===== src/rtl/operand_loader_if.sv =====
`default_nettype none
// ============================================================================
// Module      : operand_loader_if
// Description : Bus bundle between the operand-entry logic and its user:
//               nibble entry buttons, commit controls, the two bank read
//               ports and the shadow-word status outputs.
// Revision    : 1.0 - initial release
// ============================================================================
interface operand_loader_if #(
    parameter int N  = 32,
    parameter int AW = 3
);
    logic [3:0]    nibble_i;
    logic          load_i;
    logic          commit_i;
    logic          bank_sel_i;
    logic [AW-1:0] waddr_i;
    logic [AW-1:0] raddra_i;
    logic [AW-1:0] raddrb_i;
    logic [N-1:0]  opea_o;
    logic [N-1:0]  opeb_o;
    logic [N-1:0]  shadow_o;
    logic [3:0]    nib_cnt_o;
    logic          full_o;
    logic          wr_done_o;

    // Design side
    modport slave (
        input  nibble_i, load_i, commit_i, bank_sel_i, waddr_i, raddra_i, raddrb_i,
        output opea_o, opeb_o, shadow_o, nib_cnt_o, full_o, wr_done_o
    );

    // Stimulus / consumer side
    modport master (
        output nibble_i, load_i, commit_i, bank_sel_i, waddr_i, raddra_i, raddrb_i,
        input  opea_o, opeb_o, shadow_o, nib_cnt_o, full_o, wr_done_o
    );
endinterface
`default_nettype wire


===== src/rtl/operand_loader.sv =====
`default_nettype none
// ============================================================================
// Module      : operand_loader
// Description : Hex-nibble operand entry with debounced buttons. Nibbles are
//               shifted into a shadow word; a commit writes the shadow word
//               into operand bank A or B. Both banks have combinational read
//               ports for the ALU.
// Revision    : 1.0 - initial release
// ============================================================================
module operand_loader #(
    parameter int N               = 32,
    parameter int DEPTH           = 8,
    parameter int DEBOUNCE_CYCLES = 16
) (
    input  wire logic          clk_i,
    input  wire logic          rst_i,
    operand_loader_if.slave    bus
);
    localparam int       c_AW       = $clog2(DEPTH);
    localparam int       c_CW       = $clog2(DEBOUNCE_CYCLES) + 1;
    localparam logic [c_CW-1:0] c_CNT_MAX = c_CW'(DEBOUNCE_CYCLES - 1);
    localparam logic [3:0] c_NIBS   = 4'(N / 4);

    typedef enum logic [1:0] {
        S_IDLE  = 2'd0,
        S_ENTRY = 2'd1,
        S_WRITE = 2'd2
    } state_t;

    // Button 0 = load, button 1 = commit. Raw inputs are assumed to be
    // already synchronous to clk_i.
    logic [1:0] w_raw;
    logic [1:0] w_pulse;
    logic       w_ld_p;
    logic       w_cm_p;

    assign w_raw  = {bus.commit_i, bus.load_i};
    assign w_ld_p = w_pulse[0];
    assign w_cm_p = w_pulse[1];

    generate
        for (genvar g = 0; g < 2; g++) begin : g_deb
            logic            r_level;
            logic            r_level_d;
            logic            r_pulse;
            logic [c_CW-1:0] r_cnt;

            // Accept a new level only after DEBOUNCE_CYCLES consecutive
            // differing samples; emit one pulse on each rising level.
            always_ff @(posedge clk_i or posedge rst_i) begin
                if (rst_i) begin
                    r_level   <= 1'b0;
                    r_level_d <= 1'b0;
                    r_pulse   <= 1'b0;
                    r_cnt     <= '0;
                end else begin
                    if (w_raw[g] != r_level) begin
                        if (r_cnt == c_CNT_MAX) begin
                            r_level <= ~r_level;
                            r_cnt   <= '0;
                        end else begin
                            r_cnt <= r_cnt + 1'b1;
                        end
                    end else begin
                        r_cnt <= '0;
                    end
                    r_level_d <= r_level;
                    r_pulse   <= r_level & ~r_level_d;
                end
            end

            assign w_pulse[g] = r_pulse;
        end
    endgenerate

    state_t w_next;
    state_t r_state;
    logic   w_shift;
    logic   w_capture;
    logic   w_write;

    // State register
    always_ff @(posedge clk_i or posedge rst_i) begin
        if (rst_i) r_state <= S_IDLE;
        else       r_state <= w_next;
    end

    // Next state and action strobes; commit takes priority over load, and
    // pulses seen during WRITE are dropped.
    always_comb begin
        w_next    = r_state;
        w_shift   = 1'b0;
        w_capture = 1'b0;
        w_write   = 1'b0;
        case (r_state)
            S_IDLE, S_ENTRY: begin
                if (w_cm_p) begin
                    w_next    = S_WRITE;
                    w_capture = 1'b1;
                end else if (w_ld_p) begin
                    w_next  = S_ENTRY;
                    w_shift = 1'b1;
                end
            end
            S_WRITE: begin
                w_write = 1'b1;
                w_next  = S_IDLE;
            end
            default: w_next = S_IDLE;
        endcase
    end

    logic [N-1:0]    r_shadow;
    logic [3:0]      r_nib_cnt;
    logic            r_full;
    logic            r_wr_done;
    logic            r_sel;
    logic [c_AW-1:0] r_waddr;

    // Shadow word assembly, commit target capture and write-done flag
    always_ff @(posedge clk_i or posedge rst_i) begin
        if (rst_i) begin
            r_shadow  <= '0;
            r_nib_cnt <= '0;
            r_full    <= 1'b0;
            r_wr_done <= 1'b0;
            r_sel     <= 1'b0;
            r_waddr   <= '0;
        end else begin
            r_wr_done <= w_write;
            if (w_capture) begin
                r_sel   <= bus.bank_sel_i;
                r_waddr <= bus.waddr_i;
            end
            if (w_write) begin
                r_shadow  <= '0;
                r_nib_cnt <= '0;
                r_full    <= 1'b0;
            end else if (w_shift) begin
                // Once full, keep shifting so the oldest digit drops out
                r_shadow <= {r_shadow[N-5:0], bus.nibble_i};
                if (r_nib_cnt != c_NIBS) begin
                    r_nib_cnt <= r_nib_cnt + 4'd1;
                end
                r_full <= (r_nib_cnt >= c_NIBS - 4'd1);
            end
        end
    end

    logic [N-1:0] r_bank_a [DEPTH];
    logic [N-1:0] r_bank_b [DEPTH];

    // Operand banks, written only in the WRITE state
    always_ff @(posedge clk_i or posedge rst_i) begin
        if (rst_i) begin
            for (int i = 0; i < DEPTH; i++) begin
                r_bank_a[i] <= '0;
                r_bank_b[i] <= '0;
            end
        end else if (w_write) begin
            if (r_sel) r_bank_b[r_waddr] <= r_shadow;
            else       r_bank_a[r_waddr] <= r_shadow;
        end
    end

    // Read ports return the pre-write word when reading the write address
    assign bus.opea_o    = r_bank_a[bus.raddra_i];
    assign bus.opeb_o    = r_bank_b[bus.raddrb_i];
    assign bus.shadow_o  = r_shadow;
    assign bus.nib_cnt_o = r_nib_cnt;
    assign bus.full_o    = r_full;
    assign bus.wr_done_o = r_wr_done;

endmodule
`default_nettype wire


===== src/flat_wrapper.sv =====
// flat-port wrapper written by rule: the top's interface ports become plain ports
module operand_loader_flat 
#(
    parameter int N               = 32,
    parameter int DEPTH           = 8,
    parameter int DEBOUNCE_CYCLES = 16
)
  (clk_i, rst_i, bus_nibble_i, bus_load_i, bus_commit_i, bus_bank_sel_i, bus_waddr_i, bus_raddra_i, bus_raddrb_i, bus_opea_o, bus_opeb_o, bus_shadow_o, bus_nib_cnt_o, bus_full_o, bus_wr_done_o);
  operand_loader_if #(.N(N), .AW((3))) bus_i ();
  input  wire logic clk_i;
  input  wire logic rst_i;
  input wire logic [$bits(bus_i.nibble_i)-1:0] bus_nibble_i;
  input wire logic [$bits(bus_i.load_i)-1:0] bus_load_i;
  input wire logic [$bits(bus_i.commit_i)-1:0] bus_commit_i;
  input wire logic [$bits(bus_i.bank_sel_i)-1:0] bus_bank_sel_i;
  input wire logic [$bits(bus_i.waddr_i)-1:0] bus_waddr_i;
  input wire logic [$bits(bus_i.raddra_i)-1:0] bus_raddra_i;
  input wire logic [$bits(bus_i.raddrb_i)-1:0] bus_raddrb_i;
  output wire logic [$bits(bus_i.opea_o)-1:0] bus_opea_o;
  output wire logic [$bits(bus_i.opeb_o)-1:0] bus_opeb_o;
  output wire logic [$bits(bus_i.shadow_o)-1:0] bus_shadow_o;
  output wire logic [$bits(bus_i.nib_cnt_o)-1:0] bus_nib_cnt_o;
  output wire logic [$bits(bus_i.full_o)-1:0] bus_full_o;
  output wire logic [$bits(bus_i.wr_done_o)-1:0] bus_wr_done_o;
  assign bus_i.nibble_i = bus_nibble_i;
  assign bus_i.load_i = bus_load_i;
  assign bus_i.commit_i = bus_commit_i;
  assign bus_i.bank_sel_i = bus_bank_sel_i;
  assign bus_i.waddr_i = bus_waddr_i;
  assign bus_i.raddra_i = bus_raddra_i;
  assign bus_i.raddrb_i = bus_raddrb_i;
  assign bus_opea_o = bus_i.opea_o;
  assign bus_opeb_o = bus_i.opeb_o;
  assign bus_shadow_o = bus_i.shadow_o;
  assign bus_nib_cnt_o = bus_i.nib_cnt_o;
  assign bus_full_o = bus_i.full_o;
  assign bus_wr_done_o = bus_i.wr_done_o;
  operand_loader #(.N(N), .DEPTH(DEPTH), .DEBOUNCE_CYCLES(DEBOUNCE_CYCLES)) u_core (.clk_i(clk_i), .rst_i(rst_i), .bus(bus_i));
endmodule

===== config.mk =====
export PLATFORM = sky130hd
export DESIGN_NAME = operand_loader_flat
export DESIGN_NICKNAME = d
export VERILOG_FILES = /design/src/rtl/operand_loader_if.sv /design/src/rtl/operand_loader.sv /design/src/flat_wrapper.sv
export SDC_FILE = /design/constraint.sdc
export NUM_CORES = 1
export LEC_CHECK = 0
export ABC_AREA = 1
export CORE_MARGIN = 2
export CORE_UTILIZATION = 52
export DETAILED_ROUTE_END_ITERATION = 8
export PLACE_DENSITY_LB_ADDON = 0.3
export SLEW_MARGIN = 0
export SYNTH_ARGS = -nofsm -noshare
export SYNTH_HDL_FRONTEND = slang
export SYNTH_SLANG_ARGS = --single-unit

===== constraint.sdc =====
create_clock -name clk_i -period 21.4 [get_ports clk_i]
set_input_delay 3.21 -clock clk_i [delete_from_list [all_inputs] [get_ports clk_i]]
set_output_delay 3.21 -clock clk_i [all_outputs]
set_load 0.02 [all_outputs]

==> qor_table.md <==
| Parameter | Reported | Unit |
|---|---|---|
| Maximum number of pins on one net before global-route repair | 169 | - |
| Sequential fraction of the synthesis area | 52.68 | % |
| Setup repair after global routing missed its margin | false | - |
| Initial antenna violation count | 0 | - |
| Synth unique cells | 29 | - |
| Endpoint kind of the worst setup timing path | output port | - |
| Input/output buffers | 119 | - |
| Largest voltage drop on the vdd net | 0.06633 | mV |
| Total Neg Setup Slack | 0 | ps |
| Final Hold Violating Endpoints | 0 | - |
| HP Start | u_core.g_deb[1].r_level_d | - |
| Count of boundary I/O pins | 120 | - |
| # clock sinks | 572 | - |
| Remaining design rule violation count | 0 | - |
| Max Clk Rate | 108.6 | MHz |
| Most frequent standard cell in the layout excluding fill and tap cells | nand2_1 | - |
| Register-to-register setup slack | 18920 | ps |
| Final slew viol count | 0 | - |
| Power per standard cell area | 83.14 | nW/um2 |
| Worst setup path start | bus_raddrb_i[0] | - |
| Final standard cell area without fillers | 30530 | um2 |
| Critical Path Max Stage Delay | 780 | ps |
| Clock root cell | clkbuf_16 | - |
| Outcome | complete, no violations | - |
| Initial core utilization | 52.75 | % |
| Area after detailed placement | 28540 | um2 |
| Total setup violations reported at the end of the flow | 0 | - |
| Final weighted congestion in routability-driven placement | 0.8204 | - |
| CTS-repair resized insts | 0 | - |
| Overall Global Routing Usage | 28.92 | % |
| Clock transition at the registers of the reported paths | 60 | ps |
| DRT iter0 DRCs | 2304 | - |
| Gate count of the mapped netlist | 3665 | - |
| DIE HEIGHT | 232.6 | um |
| Fin util | 59.26 | % |
| # diodes | 0 | - |
| Tightest Pin Transition | 1085 | ps |
| Wire length of the first global-routing pass | 122.2 | mm |
| Post-placement worst setup slack | 12190 | ps |
| Worst min-delay path category | register to register | - |
| Destination of the critical timing path | bus_opeb_o[18] | - |
| Leftover overflow at the end of global routing | 0 | - |
| Cell leakage power | 15.19 | nW |
| Worst slew margin | 27.52 | % |
| Syn_nets | 3687 | - |
| Power, Total | 2.538 | mW |
| MaxCap Viol Count | 0 | - |
| Average wire per cell in the routed design | 17.43 | um |
| R2R cell count | 7 | - |
| CTS buffer count | 60 | - |
| Row count | 83 | - |
| Maximum level of the CTS H-tree | 2 | - |
| Worst-skew pair later-pin latency | 640 | ps |
| Cells along the critical path | buf_4 > inv_4 > buf_4 > nand2_1 > nand2_1 > nand2_1 > nand2_1 > nand2_1 > nand2_1 > clkdlybuf4s50_1 | - |
| Post-CTS setup buffer count | 0 | - |
| Length of the first detailed-routing pass in iterations | 6 | - |
| Number of global-route vias before repair | 22189 | - |
| Area of the core region | 51510 | um2 |
| Overall die width | 232.6 | um |
| Data required time at the worst endpoint | 18190 | ps |
| Area grow syn2layout | 12.34 | % |
| Synthesized flop and latch total | 572 | - |
| Top library cells by usage in the layout, fill and taps aside | nand2_1 (1560), dfrtp_1 (572), inv_1 (435), o21ai_0 (358), nand3_1 (296) | - |
| Clock tree from TritonCTS | done | - |
| WHS | 387.0 | ps |
| Area of the die | 54100 | um2 |
| Fin Clk Skew | 25.86 | ps |
| Residual antenna-violating net count after detailed routing | 0 | - |
| Proportion of layout cells with a drive suffix above 1 | 4.422 | % |
| Final period demand of the worst path | 9212 | ps |
| Maximum fanout count along the critical path | 85 | - |
| Library cell appearing most often on the critical path | nand2_1 | - |
| Post-synth design cell area | 27170 | um2 |
| Critical path data arrival time | 6000 | ps |
| Total Routed Length | 76.11 | mm |
| Instance count after placement with tap cells included | 4257 | - |
| Sort of element at the start of the critical path | input port | - |
| Number of warnings reported in the yosys synthesis log | 0 | - |
| Worst Setup Path Type | input port to output port | - |
| Launch point of the worst reg-to-reg path | u_core.r_state[0] | - |
| Cell type of the slowest stage on the worst timing path | buf_4 | - |
| Detailed placer's ending HPWL | 44.11 | mm |
| Final WS setup | 12190 | ps |
| NumNets Final | 3661 | - |
| Fin crit share | 43.04 | % |
| Number of vias after detailed routing | 23097 | - |
| Avg Inst Size Synth | 7.414 | um2 |
| Quantity of hold-fixing buffers added after cts | 0 | - |
| Reg-to-Reg End | u_core.r_bank_a[250] | - |
| Post-route insts no fill | 4366 | - |
| Avg Vias per Cell | 5.290 | - |
| Number of buffers on the longest clock path | 3 | - |
## Yosys cell counts
master / number / area [um2]
o21ai_0: 358 / 1792
buf_4: 1 / 7.510
nand2b_1: 2 / 12.51
nand3_1: 296 / 1481
nand2_2: 9 / 56.30
nor3b_1: 2 / 15.01
buf_2: 38 / 190.2
inv_2: 3 / 11.26
a21oi_1: 4 / 20.02
nand2_1: 1563 / 5867
inv_1: 438 / 1644
nor3_1: 3 / 15.01
o21ai_1: 130 / 650.6
nand3b_1: 1 / 7.510
nor2_2: 1 / 6.260
xnor2_1: 2 / 17.52
nor2_1: 18 / 67.56
nor3b_2: 1 / 12.51
nor3_2: 3 / 30.03
nand4_1: 1 / 6.260
buf_1: 34 / 127.6
or2_2: 1 / 6.260
ha_1: 4 / 50.05
clkbuf_1: 169 / 634.4
nor2_8: 2 / 40.04
nor2_4: 6 / 67.56
dfrtp_1: 572 / 14310
xor2_1: 2 / 17.52
o22ai_1: 1 / 6.260
## area by class of cell
class | instances | area [um2]
multi-input combinational | 2410 | 10260
clock inverter | 10 | 111.4
fill | 4766 | 20980
tap | 680 | 850.8
timing repair buffer | 154 | 1451
clock buffer | 99 | 1869
inverter | 441 | 1668
sequential | 572 | 14310
## sequential cells by signal (all words and copies together), names as in the netlist
register / count
u_core.r_bank_a: 256
u_core.r_bank_b: 256
u_core.bus.shadow_o: 32
u_core.g_deb.r_cnt: 10
u_core.bus.nib_cnt_o: 4
u_core.r_waddr: 3
u_core.g_deb.r_level: 2
u_core.g_deb.r_level_d: 2
u_core.g_deb.r_pulse: 2
u_core.r_state: 2
u_core.bus.full_o: 1
u_core.bus.wr_done_o: 1
u_core.r_sel: 1
## routing by layer
layer	wire, um	global-route usage (%)
met4	3063	12.14
met5	0	0
met2	36430	48.11
met3	4801	5.025
met1	31820	37.43
## how the worst min path moves through the flow
stage / cells past startpoint / to
6_report: 1 / u_core.g_deb[1].r_pulse
5_1_grt: 1 / u_core.g_deb[1].r_pulse
3_5_place_dp: 1 / u_core.g_deb[1].r_pulse
2_1_floorplan: 1 / u_core.g_deb[1].r_pulse
3_3_place_gp: 1 / u_core.g_deb[1].r_pulse
4_1_cts: 1 / u_core.g_deb[1].r_pulse
## cells by family after synthesis
logic type / after synthesis / synth area share [%]
DFF: 572 / 52.68
and+or+nand+nor: 1909 / 28.30
xor gates and xnor gates: 4 / 0.1289
buffers and inverters: 683 / 9.623
adders and majority gates: 4 / 0.1842
AOI/OAI and AO/OA: 493 / 9.085
## worst max-delay path: cells and delay by family
kind                   cells  cell delay, ps
buffers and inverters      4            2200
AND/OR/NAND/NOR            6             510
## power by group
| part | switching, mW | leakage [nW] | total [mW] | internal [mW] |
|---|---|---|---|---|
| clock network | 0.429 | 0.978 | 1.04 | 0.615 |
| registers | 0.0520 | 7.92 | 1.20 | 1.15 |
| logic | 0.202 | 6.29 | 0.297 | 0.0944 |
No activity file was read; power rests on OpenSTA's default activity.
